`config.mk`:
```
export PLATFORM = sky130hd
export DESIGN_NAME = ioff_chain_ctrl
export DESIGN_NICKNAME = d
export VERILOG_FILES = /design/src/rtl/ioff_ctrl_pkg.sv /design/src/rtl/ioff_chain_ctrl.sv
export SDC_FILE = /design/constraint.sdc
export NUM_CORES = 1
export LEC_CHECK = 0
export ABC_CLOCK_PERIOD_IN_PS = 4200
export BUFFER_PORTS_ARGS = -buffer_cell sky130_fd_sc_hd__buf_2
export CAP_MARGIN = 15
export CORE_UTILIZATION = 51
export CTS_CLUSTER_SIZE = 24
export DETAILED_ROUTE_END_ITERATION = 8
export GPL_TIMING_DRIVEN = 0
export PLACE_DENSITY_LB_ADDON = 0.12
export SYNTH_ARGS = -nofsm -noshare
export SYNTH_HDL_FRONTEND = slang
export SYNTH_SLANG_ARGS = --single-unit
```
`constraint.sdc`:
```
create_clock -name CK -period 4.2 [get_ports CK]
set_input_delay 0.21 -clock CK [delete_from_list [all_inputs] [get_ports CK]]
set_output_delay 0.21 -clock CK [all_outputs]
set_load 0.01 [all_outputs]
```
`src/rtl/ioff_ctrl_pkg.sv`:
```
// Shared types and defaults for the IOFF scan-chain load sequencer.
package ioff_ctrl_pkg;

  localparam int DEF_CHAIN_LEN     = 16;
  localparam int DEF_SETTLE_CYCLES = 2;

  typedef enum logic [2:0] {
    IDLE,
    SHIFT,
    VERIFY,
    SETTLE,
    DONE
  } state_t;

endpackage

```
`src/rtl/ioff_chain_ctrl.sv`:
```
// Serially loads a configuration word into an IOFF scan chain, captures the old contents, then applies mode select.
// Define IOFF_READBACK_EN to add a VERIFY pass that re-shifts the word and flags mismatches on rb_err.
module ioff_chain_ctrl
  import ioff_ctrl_pkg::*;
#(
  parameter int CHAIN_LEN     = DEF_CHAIN_LEN,
  parameter int SETTLE_CYCLES = DEF_SETTLE_CYCLES,
  localparam int CNT_W        = $clog2(CHAIN_LEN + 1)
) (
  input  logic                 CK,
  input  logic                 global_reset,
  input  logic                 start,
  input  logic [CHAIN_LEN-1:0] cfg_data,
  input  logic                 mode_sel_cfg,
  output logic                 busy,
  output logic                 done,
  output logic [CHAIN_LEN-1:0] old_data,
  output logic                 ioff_si,
  output logic                 ioff_se,
  output logic                 ioff_mode_sel,
  input  logic                 ioff_so,
  output logic                 rb_err
);

  localparam logic [CNT_W-1:0] LAST_BIT    = CNT_W'(CHAIN_LEN - 1);
  localparam logic [CNT_W-1:0] LAST_SETTLE = CNT_W'(SETTLE_CYCLES - 1);

  state_t               state;
  logic [CNT_W-1:0]     cnt;
  logic [CHAIN_LEN-1:0] shadow;
  logic                 shadow_mode;

  // shadow rotates one place per shift so bit 0 is always the current bit and
  // bit 1 the next; after a full pass it is back to the captured word.
  always_ff @(posedge CK) begin
    if (global_reset) begin
      state         <= IDLE;
      cnt           <= '0;
      busy          <= 1'b0;
      done          <= 1'b0;
      ioff_si       <= 1'b0;
      ioff_se       <= 1'b0;
      ioff_mode_sel <= 1'b0;
      rb_err        <= 1'b0;
      old_data      <= '0;
    end else begin
      done <= 1'b0;
      case (state)
        IDLE: begin
          if (start) begin
            shadow      <= cfg_data;
            shadow_mode <= mode_sel_cfg;
            old_data    <= '0;
            rb_err      <= 1'b0;
            cnt         <= '0;
            busy        <= 1'b1;
            ioff_se     <= 1'b1;
            ioff_si     <= cfg_data[0];
            state       <= SHIFT;
          end
        end
        SHIFT: begin
          old_data <= {ioff_so, old_data[CHAIN_LEN-1:1]};
          shadow   <= {shadow[0], shadow[CHAIN_LEN-1:1]};
          if (cnt == LAST_BIT) begin
            cnt <= '0;
`ifdef IOFF_READBACK_EN
            ioff_si <= shadow[1];
            state   <= VERIFY;
`else
            ioff_se <= 1'b0;
            ioff_si <= 1'b0;
            state   <= SETTLE;
`endif
          end else begin
            cnt     <= cnt + 1'b1;
            ioff_si <= shadow[1];
          end
        end
        VERIFY: begin
`ifdef IOFF_READBACK_EN
          shadow <= {shadow[0], shadow[CHAIN_LEN-1:1]};
          if (ioff_so != shadow[0]) rb_err <= 1'b1;
          if (cnt == LAST_BIT) begin
            cnt     <= '0;
            ioff_se <= 1'b0;
            ioff_si <= 1'b0;
            state   <= SETTLE;
          end else begin
            cnt     <= cnt + 1'b1;
            ioff_si <= shadow[1];
          end
`else
          state <= IDLE;
`endif
        end
        SETTLE: begin
          if (cnt == LAST_SETTLE) begin
            cnt           <= '0;
            done          <= 1'b1;
            ioff_mode_sel <= shadow_mode;
            state         <= DONE;
          end else begin
            cnt <= cnt + 1'b1;
          end
        end
        DONE: begin
          busy  <= 1'b0;
          state <= IDLE;
        end
        default: state <= IDLE;
      endcase
    end
  end

endmodule

```
=== Word-level counts from Yosys, hierarchy flattened ===
Cells that the tools add are included.

* Register bits after elaboration: 46
* Input bits: 21
* Output and inout port bits: 22
* Logic and storage cells: 54

* Add/subtract/negate cells: 1
* Equality and inequality tests: 8
* Multiplexer cells: 20
* Bitwise operators: 2
* Reduce and logical (&&, ||, !) cells: 13

{| class="wikitable"
|+ Operator list
! operator !! count
|-
| case mux 16 bit (2 select lines) || 2
|-
| two-way mux 16 bit || 2
|-
| two-way mux 5 bit || 3
|-
| case mux 5 bit (3 select lines) || 1
|-
| AND reduction 3 bit || 4
|-
| two-way mux 3 bit || 3
|-
| case mux 3 bit (3 select lines) || 1
|-
| AND reduction 2 bit || 4
|-
| != test 2 bit (second input constant) || 3
|-
| case mux 1 bit (2 select lines) || 3
|-
| adder 5 x 1 -> 5 bit (second input constant) || 1
|-
| equality test 5 x 1 -> 1 bit (second input constant) || 1
|-
| equality test 5 x 4 -> 1 bit (second input constant) || 1
|-
| two-way mux 1 bit || 5
|-
| nonzero test 2 bit || 2
|-
| equality test 3 x 1 -> 1 bit (second input constant) || 1
|-
| equality test 3 x 2 -> 1 bit (second input constant) || 1
|-
| equality test 3 bit (second input constant) || 1
|-
| zero test 3 bit || 1
|-
| nonzero test 3 bit || 1
|-
| NOT 1 bit || 2
|-
| OR reduction 2 bit || 1
|}

=== Logic depth before layout (Yosys ltp) ===
* Depth in word-level cells: 3
* Mapped depth: 8
* Gate-level depth less buffers: 8

=== Least setup slack after synthesis ===
Ideal clock, no wire load.

* Kind: register to register
* Start point: register state[2]
* End point: register shadow[0], enable pin
* Setup time: 388 ps
* Arrival time: 1461 ps
* Data required time: 3812 ps
* Path slack: 2351 ps
* Cell stages (with the launch flop): 5
* Buffers on the path: 1
* Period minus slack after synthesis: 1849 ps
* Cell sequence: dfxtp_1 -> nor2_1 -> o21ai_1 -> clkbuf_1 -> nor2_1

* Longest elaborated chain between the ends: 3
* Elaborated cells between the ends (all ways): 5
* Classes of those cells: eq/ne (2); reduce/logical (3)

{| class="wikitable"
|+ Ends and longest elaborated chain
! what !! line !! source
|-
| from (decl) || ioff_chain_ctrl.sv:28 || <nowiki>state_t state;</nowiki>
|-
| from (signal assigned) || ioff_chain_ctrl.sv:37 || <nowiki>state <= IDLE;</nowiki>
|-
| from (signal assigned) || ioff_chain_ctrl.sv:59 || <nowiki>state <= SHIFT;</nowiki>
|-
| from (signal assigned) || ioff_chain_ctrl.sv:73 || <nowiki>state <= SETTLE;</nowiki>
|-
| equality test 3 x 1 -> 1 bit / zero test 3 bit (equally long branches) || ioff_chain_ctrl.sv:48 || <nowiki>case (state)</nowiki>
|-
| nonzero test 2 bit (no source line) / != test 2 bit (equally long branches) || n/a ||
|-
| AND reduction 3 bit (no source line) (*) || n/a ||
|-
| to (signal assigned) || ioff_chain_ctrl.sv:51 || <nowiki>shadow <= cfg_data;</nowiki>
|-
| to (signal assigned) || ioff_chain_ctrl.sv:64 || <nowiki>shadow <= {shadow[0], shadow[CHAIN_LEN-1:1]};</nowiki>
|-
| to (decl) || ioff_chain_ctrl.sv:30 || <nowiki>logic [CHAIN_LEN-1:0] shadow;</nowiki>
|}

Mark *: on every way between the ends. The rest lies on a longest branch, timed or not.
A chain may end at the register's enable or synchronous reset.

=== Worst setup path after layout ===
* Start point: register cnt[0]
* End point: register cnt[3]

* Longest elaborated chain between the ends: 3
* Elaborated cells between the ends (all ways): 6
* Classes of those cells: add/sub (1); eq/ne (2); mux (3)

{| class="wikitable"
|+ Ends and longest elaborated chain
! what !! line !! source
|-
| from (decl) || ioff_chain_ctrl.sv:29 || <nowiki>logic [CNT_W-1:0] cnt;</nowiki>
|-
| from (signal assigned) || ioff_chain_ctrl.sv:76 || <nowiki>cnt <= cnt + 1'b1;</nowiki>
|-
| from (signal assigned) || ioff_chain_ctrl.sv:104 || <nowiki>cnt <= cnt + 1'b1;</nowiki>
|-
| adder 5 x 1 -> 5 bit, or another cell as far along || ioff_chain_ctrl.sv:76, ioff_chain_ctrl.sv:104 ||
|-
| two-way mux 5 bit, on equally long branches || ioff_chain_ctrl.sv:98, ioff_chain_ctrl.sv:65 ||
|-
| case mux 5 bit (3 select lines) (*) || ioff_chain_ctrl.sv:48 ||
|}

Marked as above.

==> summary by stage <==
Run status
The flow ran to the end, and the final reports show no timing, DRC or antenna violations.

STA
The number of setup violations in the final report is 0. The total negative setup slack is 0 ns. The final period utilization is 0.458. The post-route minimum period is 1.92 ns.

Setup repair after global routing left no endpoint under its margin. Timing would allow up to 520 MHz. At the pin with the least slew margin, the transition time is 0.527 ns.

The hold violation total from the final report is 0. The max-slew violation count is 0. The worst max-slew margin expressed relative to the limit is 0.648. For the final database, setup skew stands at 0.00275 ns.

Power
For this design the ratio of total power to cell area is 359 nW/um^2. The leakage power summed over all cells is 0.969 nW. The worst-case IR drop observed on VDD is 0.208 mV.

Global routing
After global routing the overflow that remains totals 0. The number of antenna violations at the first check in global routing came to 0. For this run, the total global-route usage over all layers was measured as 0.182.

The number of global-route vias before repair is 1275. The maximum number of pins on one net before global-route repair is 17. The first global-routing pass estimated 5.75 mm of wire.

Synthesis
For this run, the number of Yosys warnings is 0. The share of async-settable or async-resettable flops after synthesis is 0. The share of synthesized area in the top cell type comes to 0.296.

The part of the Yosys area used for sequential elements is 0.556. The synthesized netlist net count is 190. The count of flip-flops with a built-in enable after synthesis is 17. After technology mapping, the gate count stands at 165. The mean cell area of the mapped netlist is 11.9 um^2. The mapped netlist covers 1960 um^2.

The leading area contributor after synthesis is sky130_fd_sc_hd__dfxtp_1. The post-synthesis sequential element count is 46. The number of different library cells used by synthesis comes to 40. Yosys attributes the largest share of cell area to sky130_fd_sc_hd__dfxtp_1 (30%), sky130_fd_sc_hd__edfxtp_1 (26%), sky130_fd_sc_hd__mux2_4 (7.7%). For this run, the leading register cell type out of synthesis is sky130_fd_sc_hd__dfxtp_1.

Route
The final route contains 1417 vias. After detailed routing, the average wire length per cell comes to 13.6 um. The final layout contains routed wiring with a total length of 3.57 mm. After detailed routing, the number of remaining DRC violations is 0. The length of the first detailed-routing pass in iterations is 4. The ratio of routed vias to standard cells is 5.39. Once detail routing completed, the nets flagged for antenna violations numbered 0. The number of design-rule violations left by the first detailed-router iteration is 77.

Critical path
The arrival time at the worst endpoint is 2.14 ns. The maximum fanout along the worst path is 5. The required arrival time at the worst endpoint is 4.42 ns. The worst setup path is launched from a register. STA classifies the critical path endpoint as a register. The critical path is of the reg2reg type.

Cells and area
The antenna diode instance count is 0. Of the cells placed in the final design, the portion with a size suffix greater than 1 is 0.326. For this run, the post-layout net count is 239.

In the final layout, the multi-input gates occupy 785 um^2. Fill cells in the final layout number 314. The final standard cell count with taps included and fillers excluded is 263. Compared with the post-synthesis result, the final layout area differs by 18.3%. In the final layout, flip-flops and latches occupy 1090 um^2.

Placement
The half-perimeter wire length after placement is 2.54 mm. The count of input and output buffers is 41. Once placement completed, the tool counted placed cells totaling 254. The global placer's final weighted congestion is 0.763.

Clocking
TritonCTS created 5 clock buffers. The number of resized instances in the post-cts repair step is 0. The clock sink total is 46. The count of hold buffers inserted by post-cts repair is 0. The setup fix buffers added after clock tree synthesis is 0.

TritonCTS built the clock tree. In this run the deepest clock path goes through 2 buffers. The clock reaches the later pin of the worst-skew pair after 0.29 ns.

The depth of the CTS H-tree is 2. The clock edge transition at the registers on the reported setup and hold paths is 0.08 ns. The master cell of the clock root buffer is sky130_fd_sc_hd__clkbuf_8.

Floorplan
The horizontal die dimension is 64.0 um. The die is 64.0 um tall. The die covers 4100 um^2. The total core area is 3660 um^2.

43 I/O pins were placed. For this configuration, the core starts out at a cell density of 0.536. The floorplan has 22 rows.

Min path
The worst hold path belongs to the class in2reg.

Job
The count of maximum capacitance violations is 0.
-- power by group --
part / leakage, nW / switching, W / total [W] / internal (W)
Combinational: 0.529 / 0.0000435 / 0.0000898 / 0.0000462
Clock: 0.0426 / 0.000136 / 0.000251 / 0.000114
Sequential: 0.397 / 0.00000854 / 0.000492 / 0.000483
-- cells in the final DEF, fill, tap and decap left out, types with 2 or more instances in the layout --
master | synthesis | routed
sky130_fd_sc_hd__buf_2 | 2 | 43
sky130_fd_sc_hd__dfxtp_1 | 29 | 29
sky130_fd_sc_hd__nor2_1 | 23 | 23
sky130_fd_sc_hd__edfxtp_1 | 17 | 17
sky130_fd_sc_hd__a22oi_1 | 16 | 16
sky130_fd_sc_hd__mux2_4 | 10 | 10
sky130_fd_sc_hd__nor2b_1 | 6 | 6
sky130_fd_sc_hd__clkbuf_1 | 4 | 5
sky130_fd_sc_hd__a21oi_1 | 5 | 5
sky130_fd_sc_hd__clkbuf_8 | 0 | 5
sky130_fd_sc_hd__inv_1 | 4 | 4
sky130_fd_sc_hd__nor3_1 | 4 | 4
sky130_fd_sc_hd__nand2_1 | 4 | 4
sky130_fd_sc_hd__ha_1 | 4 | 4
sky130_fd_sc_hd__buf_6 | 2 | 3
sky130_fd_sc_hd__mux2_1 | 3 | 3
sky130_fd_sc_hd__o21ai_0 | 3 | 3
sky130_fd_sc_hd__nand3_1 | 2 | 2
sky130_fd_sc_hd__mux2_2 | 2 | 2
sky130_fd_sc_hd__o21ai_1 | 2 | 2
sky130_fd_sc_hd__nand2b_1 | 2 | 2
sky130_fd_sc_hd__nand3b_1 | 2 | 2
-- Yosys cell counts (4+ instances only) --
| cell | number |
|---|---|
| sky130_fd_sc_hd__clkbuf_1 | 4 |
| sky130_fd_sc_hd__mux2_4 | 10 |
| sky130_fd_sc_hd__nor3_1 | 4 |
| sky130_fd_sc_hd__dfxtp_1 | 29 |
| sky130_fd_sc_hd__edfxtp_1 | 17 |
| sky130_fd_sc_hd__a22oi_1 | 16 |
| sky130_fd_sc_hd__inv_1 | 4 |
| sky130_fd_sc_hd__ha_1 | 4 |
| sky130_fd_sc_hd__a21oi_1 | 5 |
| sky130_fd_sc_hd__nor2_1 | 23 |
| sky130_fd_sc_hd__nand2_1 | 4 |
| sky130_fd_sc_hd__nor2b_1 | 6 |
-- final timing paths --
kind	start	endpoint	slack [ns]	cells after the start
worst max-delay path	cnt[0]	cnt[3]	2.28	8
worst max register to register	cnt[0]	cnt[3]	2.28	8
worst min-delay path	mode_sel_cfg	shadow_mode	0.09	1
worst min register to register	ioff_mode_sel	ioff_mode_sel	0.48	2
-- metal layers --
metal  up-vias  share of wire  GRT usage
li1        692              -          -
met1       664           0.47      0.249
met2        55           0.45      0.289
met3         6          0.061     0.0411
met4         0          0.013     0.0540
met5         -              0          0
-- worst max-delay path, cell delays in order, from the launching register on --
cell and delay (ns):
sky130_fd_sc_hd__dfxtp_1 0.36, sky130_fd_sc_hd__ha_1 0.24, sky130_fd_sc_hd__nand3_1 0.12, sky130_fd_sc_hd__inv_1 0.06
sky130_fd_sc_hd__ha_1 0.19, sky130_fd_sc_hd__nor2b_1 0.16, sky130_fd_sc_hd__a211oi_2 0.39, sky130_fd_sc_hd__o21ai_1 0.17
sky130_fd_sc_hd__a21oi_1 0.17
-- final cells by class --
| cell class | count | share of cell area |
|---|---|---|
| Buffer | 10 | 0.0302 |
| Clock buffer | 6 | 0.0313 |
| Clock inverter | 2 | 0.00378 |
| Inverter | 4 | 0.00648 |
| Multi-Input combinational cell | 105 | 0.338 |
| Sequential cell | 46 | 0.471 |
| Tap cell | 48 | 0.0259 |
| Timing Repair Buffer | 42 | 0.0934 |
-- state kept, by name, indices dropped and copies added, names as in the netlist, 3 cells and up --
name,cells
cnt,5
old_data,16
shadow,16
state,3
-- cell families (layout without fill, tap and decap cells) --
group | Yosys count | in the layout | share of synthesized area
buffers and inverters | 14 | 64 | 0.0434
AOI/OAI and AO/OA | 35 | 35 | 0.126
other | 1 | 1 | 0.00191
adders and majority gates | 4 | 4 | 0.0255
and+or+nand+nor | 49 | 49 | 0.137
DFF | 46 | 46 | 0.556
muxes | 16 | 16 | 0.110
-- stage by stage --
| stage | setup WS [ns] | hold slack [ns] | total power, W | cell area, um^2 | utilization |
|---|---|---|---|---|---|
| floorplan | 2.35 | 0.300 | 0.000563 | 1960 | - |
| global placement | 1.99 | 0.386 | 0.000587 | 2230 | 0.608 |
| detailed placement | 1.96 | 0.389 | 0.000590 | 2230 | 0.608 |
| CTS | 1.94 | 0.0855 | 0.000838 | 2310 | 0.630 |
| global route | 2.11 | 0.0749 | 0.000872 | 2320 | 0.633 |
| finish | 2.28 | 0.0924 | 0.000832 | 2320 | 0.633 |
Power figures use the tool's default switching activity.
